$ cat src/rtl/dmem_display_scanner.sv
// Scans the 16-word data-memory bus onto a 4-digit multiplexed 7-segment display:
// address on the leftmost digit, a blank, then the byte value in hex.
module dmem_display_scanner #(
    parameter int unsigned REFRESH_DIV = 50000,
    parameter int unsigned DWELL       = 25000000
) (
    input  logic         clock,
    input  logic         reset,
    input  logic [127:0] mem_flat,
    input  logic         auto_mode,
    input  logic         step,
    input  logic         hold,
    output logic [6:0]   seg,
    output logic [3:0]   an,
    output logic [3:0]   cur_addr,
    output logic         frame_tick
);

    localparam int unsigned PW = (REFRESH_DIV > 2) ? $clog2(REFRESH_DIV) : 1;
    localparam int unsigned DW = (DWELL > 2) ? $clog2(DWELL) : 1;
    localparam logic [PW-1:0] PRESC_LAST = PW'(REFRESH_DIV - 1);
    localparam logic [DW-1:0] DWELL_LAST = DW'(DWELL - 1);
    localparam logic [6:0]    SEG_BLANK  = 7'h7F;

    logic [PW-1:0] presc_q, presc_d;
    logic [1:0]    digit_q, digit_d;
    logic [3:0]    addr_q, addr_d;
    logic [DW-1:0] dwell_q, dwell_d;
    logic [7:0]    snap_q, snap_d;
    logic          step_q;
    logic          auto_q;
    logic [6:0]    seg_q, seg_d;
    logic [3:0]    an_q, an_d;
    logic          frame_q, frame_d;

    function automatic logic [6:0] hex7(input logic [3:0] n);
        logic [6:0] s;
        case (n)
            4'h0: s = 7'h40;
            4'h1: s = 7'h79;
            4'h2: s = 7'h24;
            4'h3: s = 7'h30;
            4'h4: s = 7'h19;
            4'h5: s = 7'h12;
            4'h6: s = 7'h02;
            4'h7: s = 7'h78;
            4'h8: s = 7'h00;
            4'h9: s = 7'h10;
            4'hA: s = 7'h08;
            4'hB: s = 7'h03;
            4'hC: s = 7'h46;
            4'hD: s = 7'h21;
            4'hE: s = 7'h06;
            default: s = 7'h0E;
        endcase
        return s;
    endfunction

    // Next-state: scan counters, address control, frame-coherent snapshot, display drive
    always_comb begin
        logic wrap_c;
        logic adv_c;

        presc_d = presc_q + PW'(1);
        digit_d = digit_q;
        wrap_c  = 1'b0;
        addr_d  = addr_q;
        dwell_d = dwell_q;
        adv_c   = 1'b0;
        snap_d  = snap_q;
        seg_d   = SEG_BLANK;
        an_d    = ~(4'b0001 << digit_q);

        if (presc_q == PRESC_LAST) begin
            presc_d = '0;
            digit_d = digit_q + 2'd1;
            wrap_c  = (digit_q == 2'd3);
        end

        // hold outranks auto, auto outranks step; a mode change restarts the dwell
        if (hold) begin
            addr_d  = addr_q;
        end else if (auto_mode) begin
            if (!auto_q) begin
                dwell_d = '0;
            end else if (dwell_q == DWELL_LAST) begin
                dwell_d = '0;
                addr_d  = addr_q + 4'd1;
                adv_c   = 1'b1;
            end else begin
                dwell_d = dwell_q + DW'(1);
            end
        end else begin
            dwell_d = '0;
            if (step && !step_q) begin
                addr_d = addr_q + 4'd1;
                adv_c  = 1'b1;
            end
        end

        // Byte only captured at frame boundaries or address moves, so no tearing mid-frame
        if (wrap_c || adv_c) begin
            snap_d = mem_flat[{addr_d, 3'b000} +: 8];
        end

        case (digit_q)
            2'd0:    seg_d = hex7(snap_q[3:0]);
            2'd1:    seg_d = hex7(snap_q[7:4]);
            2'd2:    seg_d = SEG_BLANK;
            default: seg_d = hex7(addr_q);
        endcase

        frame_d = wrap_c;
    end

    always_ff @(posedge clock or posedge reset) begin
        if (reset) begin
            presc_q <= '0;
            digit_q <= 2'd0;
            addr_q  <= 4'd0;
            dwell_q <= '0;
            snap_q  <= 8'h00;
            step_q  <= 1'b0;
            auto_q  <= 1'b0;
            seg_q   <= SEG_BLANK;
            an_q    <= 4'hF;
            frame_q <= 1'b0;
        end else begin
            presc_q <= presc_d;
            digit_q <= digit_d;
            addr_q  <= addr_d;
            dwell_q <= dwell_d;
            snap_q  <= snap_d;
            step_q  <= step;
            auto_q  <= auto_mode;
            seg_q   <= seg_d;
            an_q    <= an_d;
            frame_q <= frame_d;
        end
    end

    assign seg        = seg_q;
    assign an         = an_q;
    assign cur_addr   = addr_q;
    assign frame_tick = frame_q;

endmodule
$ cat config.mk
export PLATFORM = sky130hd
export DESIGN_NAME = dmem_display_scanner
export DESIGN_NICKNAME = d
export VERILOG_FILES = /design/src/rtl/dmem_display_scanner.sv
export SDC_FILE = /design/constraint.sdc
export NUM_CORES = 1
export LEC_CHECK = 0
export BUFFER_PORTS_ARGS = -buffer_cell sky130_fd_sc_hd__buf_2
export CORE_UTILIZATION = 61
export CTS_BUF_LIST = sky130_fd_sc_hd__clkbuf_4
export DETAILED_ROUTE_END_ITERATION = 16
export GPL_TIMING_DRIVEN = 1
export PLACE_DENSITY_LB_ADDON = 0.25
export SETUP_SLACK_MARGIN = 0.4
export SYNTH_ARGS = -nofsm -noshare
export SYNTH_HDL_FRONTEND = slang
export SYNTH_SLANG_ARGS = --single-unit
$ cat constraint.sdc
create_clock -name clock -period 5.7 [get_ports clock]
set_input_delay 0.285 -clock clock [delete_from_list [all_inputs] [get_ports clock]]
set_output_delay 0.285 -clock clock [all_outputs]
set_load 0.01 [all_outputs]
Word level (Yosys, flattened, before mapping)
Memory sizes are Yosys's and may differ from the RTL's.
Index checks and enable logic that the tools add are counted.
{"block": "word_totals", "mem_count": 3, "output_inout_bits": 16, "romBits": 336, "word_cells": 45, "regBits": 69}
{"name": "(no name shown)", "words": 16, "word_bits": 7, "rd": 1, "rd_ports_with_merged_regs": 0, "write_ports": 0, "line_no": "38", "rtl": "case (n)"}
{"name": "(no name shown)", "words": 16, "word_bits": 7, "rd": 1, "rd_ports_with_merged_regs": 0, "write_ports": 0, "line_no": "38"}
{"name": "(no name shown)", "words": 16, "word_bits": 7, "rd": 1, "rd_ports_with_merged_regs": 0, "write_ports": 0, "line_no": "38"}
{"block": "op_classes", "muxes": 16, "add_sub_neg": 4, "n_reduce_logical": 4, "n_eq_ne": 5, "shift": 2, "n_bitwise": 1}
{"cell": "indexed part select 128 x 8 -> 8 bit", "count": 1}
{"cell": "two-way mux 25 bit", "count": 3}
{"cell": "adder 25 x 1 -> 25 bit (second input constant)", "count": 1}
{"cell": "equality test 25 bit (second input constant)", "count": 1}
{"cell": "one-hot mux 7 bit (3 select lines)", "count": 1}
{"cell": "two-way mux 4 bit", "count": 5}
{"cell": "adder 16 x 1 -> 16 bit (second input constant)", "count": 1}
{"cell": "equality test 16 bit (second input constant)", "count": 1}
{"cell": "two-way mux 16 bit", "count": 1}
{"cell": "two-way mux 1 bit", "count": 6}
{"cell": "adder 4 x 1 -> 4 bit (second input constant)", "count": 1}
{"cell": "equality test 2 bit (second input constant)", "count": 2}
{"cell": "inverter 4 bit", "count": 1}
{"cell": "<< shifter 1 x 2 -> 4 bit (first input constant)", "count": 1}
{"cell": "adder 2 x 1 -> 2 bit (second input constant)", "count": 1}
{"cell": "equality test 2 x 1 -> 1 bit (second input constant)", "count": 1}
{"cell": "logical NOT 2 bit", "count": 1}
{"cell": "logical AND 1 bit", "count": 1}
{"cell": "logical NOT 1 bit", "count": 1}
{"cell": "logical OR 1 bit", "count": 1}

Depth between registers and ports, before layout
{"block": "depth", "ltp_word": 6, "ltp_mapped": 13}

Worst setup path before layout
Ideal clock, no wire load.
{"block": "synth_path", "path_kind": "reg-to-reg", "start": "register addr_q[0] (netlist: cur_addr[0])", "end": "register snap_q[0]", "stages_incl_launch_ff": 13, "period_less_slack_ns": 3.831, "setup_slack_ns": 1.869, "required_time_ns": 5.575, "arrival_time_ns": 3.706, "cell_sequence": "dfrtp_1 buf_1 clkbuf_1 clkinv_1 ha_1 clkbuf_1 clkbuf_1 mux2i_1 o31ai_1 a221oi_1 a22oi_1 a31oi_1 nor2_1"}
{"block": "synth_between", "elab_chain_len": 6, "elab_cells_between_ends": 7}
{"element": "from (decl)", "line_no": "27", "rtl": "logic [3:0] addr_q, addr_d;"}
{"element": "from (signal assigned)", "line_no": "131", "rtl": "addr_q <= addr_d;"}
{"element": "adder 4 x 1 -> 4 bit", "line_no": "88, 96"}
{"element": "two-way mux 4 bit", "line_no": "86", "rtl": "end else if (dwell_q == DWELL_LAST) begin"}
{"element": "two-way mux 4 bit", "line_no": "84", "rtl": "if (!auto_q) begin"}
{"element": "two-way mux 4 bit", "line_no": "83", "rtl": "end else if (auto_mode) begin"}
{"element": "two-way mux 4 bit (*)", "line_no": "81", "rtl": "if (hold) begin"}
{"element": "indexed part select 128 x 8 -> 8 bit (*)", "line_no": "103", "rtl": "snap_d = mem_flat[{addr_d, 3'b000} +: 8];"}
{"element": "to (signal assigned)", "line_no": "133", "rtl": "snap_q <= snap_d;"}
{"element": "to (decl)", "line_no": "29", "rtl": "logic [7:0] snap_q, snap_d;"}
Every way passes the cells marked *; elsewhere a longest branch is shown, timed or not.
A chain may end at the register's enable or synchronous reset.

Final worst setup path
{"block": "layout_path", "start": "register dwell_q[0]", "end": "register snap_q[2]"}
{"block": "layout_between", "elab_chain_len": 6, "elab_cells_between_ends": 11}
{"element": "from (decl)", "line_no": "28", "rtl": "logic [DW-1:0] dwell_q, dwell_d;"}
{"element": "from (signal assigned)", "line_no": "132", "rtl": "dwell_q <= dwell_d;"}
{"element": "equality test 25 bit (*)", "line_no": "86"}
{"element": "two-way mux 4 bit / two-way mux 1 bit (equally long branches)", "line_no": "86"}
{"element": "two-way mux 4 bit / two-way mux 1 bit (equally long branches)", "line_no": "84"}
{"element": "two-way mux 4 bit / two-way mux 1 bit (equally long branches)", "line_no": "83"}
{"element": "two-way mux 4 bit / two-way mux 1 bit (equally long branches)", "line_no": "81"}
{"element": "indexed part select 128 x 8 -> 8 bit / logical OR 1 bit (equally long branches)", "line_no": "103, 102"}
Marked as above.

==> results.ini <==
[outcome]
status = finished clean

[synthesis]
avgSynthCellArea_um2 = 8.78
synth.distinct_cells = 56
yosys.area.top_type = dfrtp_1
ys_seq_area_share_pct = 26.5
synth_cells = 747
synth_most_common_cell = nand2_1
synthTopCellsByCount = 80 x nand2_1, 67 x nor2_1, 66 x mux2i_1, 58 x dfrtp_1, 47 x nand3_1
synth-edff-count = 0
ys_ff_latch = 69
ys.flop_type = dfrtp_1
synthArstFlopShare_pct = 100
syn_area_um2 = 6560
yosys_warnings = 0
yosys-top-cells-area = dfrtp_1 22%, mux2i_1 10%, mux4_2 9.6%, ha_1 5.2%, mux2_2 5.0%
syn_nets = 907
synth_top_area_share_pct = 22.1

[final_layout]
n_fill_cell = 800
fin_nets = 1027
area_delta_synth_final_pct = 14.6
drive_gt1_share_pct = 29.0

[hold_path]
hold_path.class = in -> reg
worstHoldPathCells = 1
hold_end = auto_q$_DFF_PP0_
worstHoldStart = auto_mode

[clock_tree]
cts_resized = 0
numClockSinks = 69
ctsLongestPathBuffers = 2
htreeDepth = 3
cts_tree = yes
holdBufCountCts = 1
cts_buffers = 9
cts.reportedPaths.clkPinSlew_ns = 0.12
cts_setup_buffers = 0
insertion_delay_ns = 0.43
cts_root_buf = clkbuf_4

[drt]
wirelength_met1_um = 7330
via_per_inst = 6.51
first_pass_iters = 5
top_layer = met4
drc_errors = 0
wl_per_cell_um = 17.9
drt_iter0_drc = 515
wirelength_um = 18100
route.met3.wl_um = 1510
met2_length_um = 8680
vias = 6569
ant_nets = 0

[floorplanning]
start_util_pct = 63.2
die_h_um = 106
die_x_um = 106
rows = 37
io_pins = 149
core_um2 = 10400
die-area_um2 = 11200

[grt]
track_usage_pct = 33.3
grt_pass1_vias = 6285
gr-total-overflow = 0
grt_max_degree = 79
grt_pass1_wl_um = 29600
grt_antenna_before_repair = 0

[setup_path]
rrSetupSlack_ns = 1.99
worstPathMaxFanout = 18
cp.required_ns = 6.02
arrival_ns = 4.03
crit_slowest_cell = o31ai_1
crit_chain = ha_1, nand3_1, or4_4, o32a_1, o31ai_1, a22oi_1, a31oi_1, nor2_1
startpoint_type = flip-flop
worst-r2r-cell-count = 8
slowest_delay_ns = 0.86
critPathKind = reg -> reg
worstSetupEndpointType = flip-flop
rr_startpoint = dwell_q[0]$_DFFE_PP0N_
r2r-end = snap_q[2]$_DFFE_PP0P_

[timing]
rsz0062_at_grt = false
fmax_mhz = 269
finalSetupViolCount = 0
fin_crit_sh_pct = 65.2
fin_crit_ns = 3.71
tightest_slew_ns = 1.19
slew_headroom_pct = 19.9
tns_ns = 0
fin_ws_ns = 1.99
drv_slew = 0
finClkSkew_ns = 0.0111
hold_ws_ns = 0.0242
finalHoldViolCount = 0

[place]
dp_slack_ns = 2.11
port_buffers = 148
gp_congestion = 0.944
dp_hpwl_um = 13500

[run]
drv_cap = 0

[power]
leakagePower_nw = 3.34
worst_ir_drop_vdd_mv = 0.613
p_per_area_nw_per_um2 = 407

==> metal layers <==
layer | track usage (%) | up-vias
li1 | - | 3023
met1 | 42.7 | 3122
met2 | 54.2 | 368
met3 | 7.73 | 56
met4 | 13.7 | 0
met5 | 0 | -
==> worst max path at each step <==
stage / slack, ns / startpoint / endpoint / cells after the start
2_1_floorplan: 1.87 / cur_addr[0]$_DFF_PP0_ / snap_q[0]$_DFFE_PP0P_ / 12
3_3_place_gp: 2.18 / cur_addr[0]$_DFF_PP0_ / snap_q[1]$_DFFE_PP0P_ / 9
3_5_place_dp: 2.11 / dwell_q[10]$_DFFE_PP0N_ / snap_q[2]$_DFFE_PP0P_ / 7
4_1_cts: 2.09 / cur_addr[0]$_DFF_PP0_ / snap_q[1]$_DFFE_PP0P_ / 9
5_1_grt: 1.82 / dwell_q[0]$_DFFE_PP0N_ / snap_q[2]$_DFFE_PP0P_ / 8
6_report: 1.99 / dwell_q[0]$_DFFE_PP0N_ / snap_q[2]$_DFFE_PP0P_ / 8
==> worst max-delay path, delay by kind of cell (launching register included) <==
kind	cells	cell delay [ns]
simple gates	3	0.89
flops	1	0.43
fa+ha+maj	1	0.21
compound gates	4	2.06
==> cell type report <==
type	count	area [um^2]	area share [%]
Multi-Input combinational cell	604	4550	60.5
Sequential cell	69	1740	23.2
Timing Repair Buffer	159	826	11.0
Tap cell	136	170	2.26
Inverter	24	90.1	1.20
Clock buffer	9	67.6	0.899
Clock inverter	7	66.3	0.883
Antenna cell	1	2.50	0.0333
==> state kept, by name, indices dropped and copies added (netlist names) <==
register	flops
dwell_q	25
presc_q	16
snap_q	8
seg	7
an	4
cur_addr	4
digit_q	2
auto_q	1
frame_tick	1
step_q	1
==> where the power goes <==
| part | internal [mW] | switching, mW |
|---|---|---|
| Sequential | 0.569 | 0.129 |
| Combinational | 0.942 | 1.09 |
| Clock | 0.131 | 0.189 |
| Total | 1.64 | 1.41 |
==> cell usage in the layout (no fill, tap or decap), types with 27 or more instances in the layout <==
master,synthesis,routed
a21oi_1,36,36
a221oi_1,27,27
buf_2,5,148
dfrtp_1,58,57
mux2_2,29,29
mux2i_1,66,64
mux4_2,28,28
nand2_1,80,80
nand3_1,47,47
nor2_1,67,67
nor3_1,27,27
==> metrics by stage <==
step	area (um^2)	instances	util (%)	total power, mW
after floorplan	6560	747	-	2.23
after global placement	7370	991	71.0	2.65
after detailed placement	7370	991	71.0	2.70
after CTS	7510	1008	72.4	3.02
after global routing	7510	1008	72.4	3.24
final	7510	1009	72.5	3.05
==> cells by family (layout without fill, tap and decap cells) <==
group	after synthesis	after routing	share of synthesized area (%)
DFF	69	69	26.5
xor gates and xnor gates	33	33	4.41
buffers and inverters	74	199	4.33
other	0	1	0
muxes	123	123	24.7
AOI/OAI and AO/OA	156	156	16.0
adders and majority gates	27	27	5.15
and+or+nand+nor	265	265	18.9
Note: power is estimated with default switching activity, not from simulation.
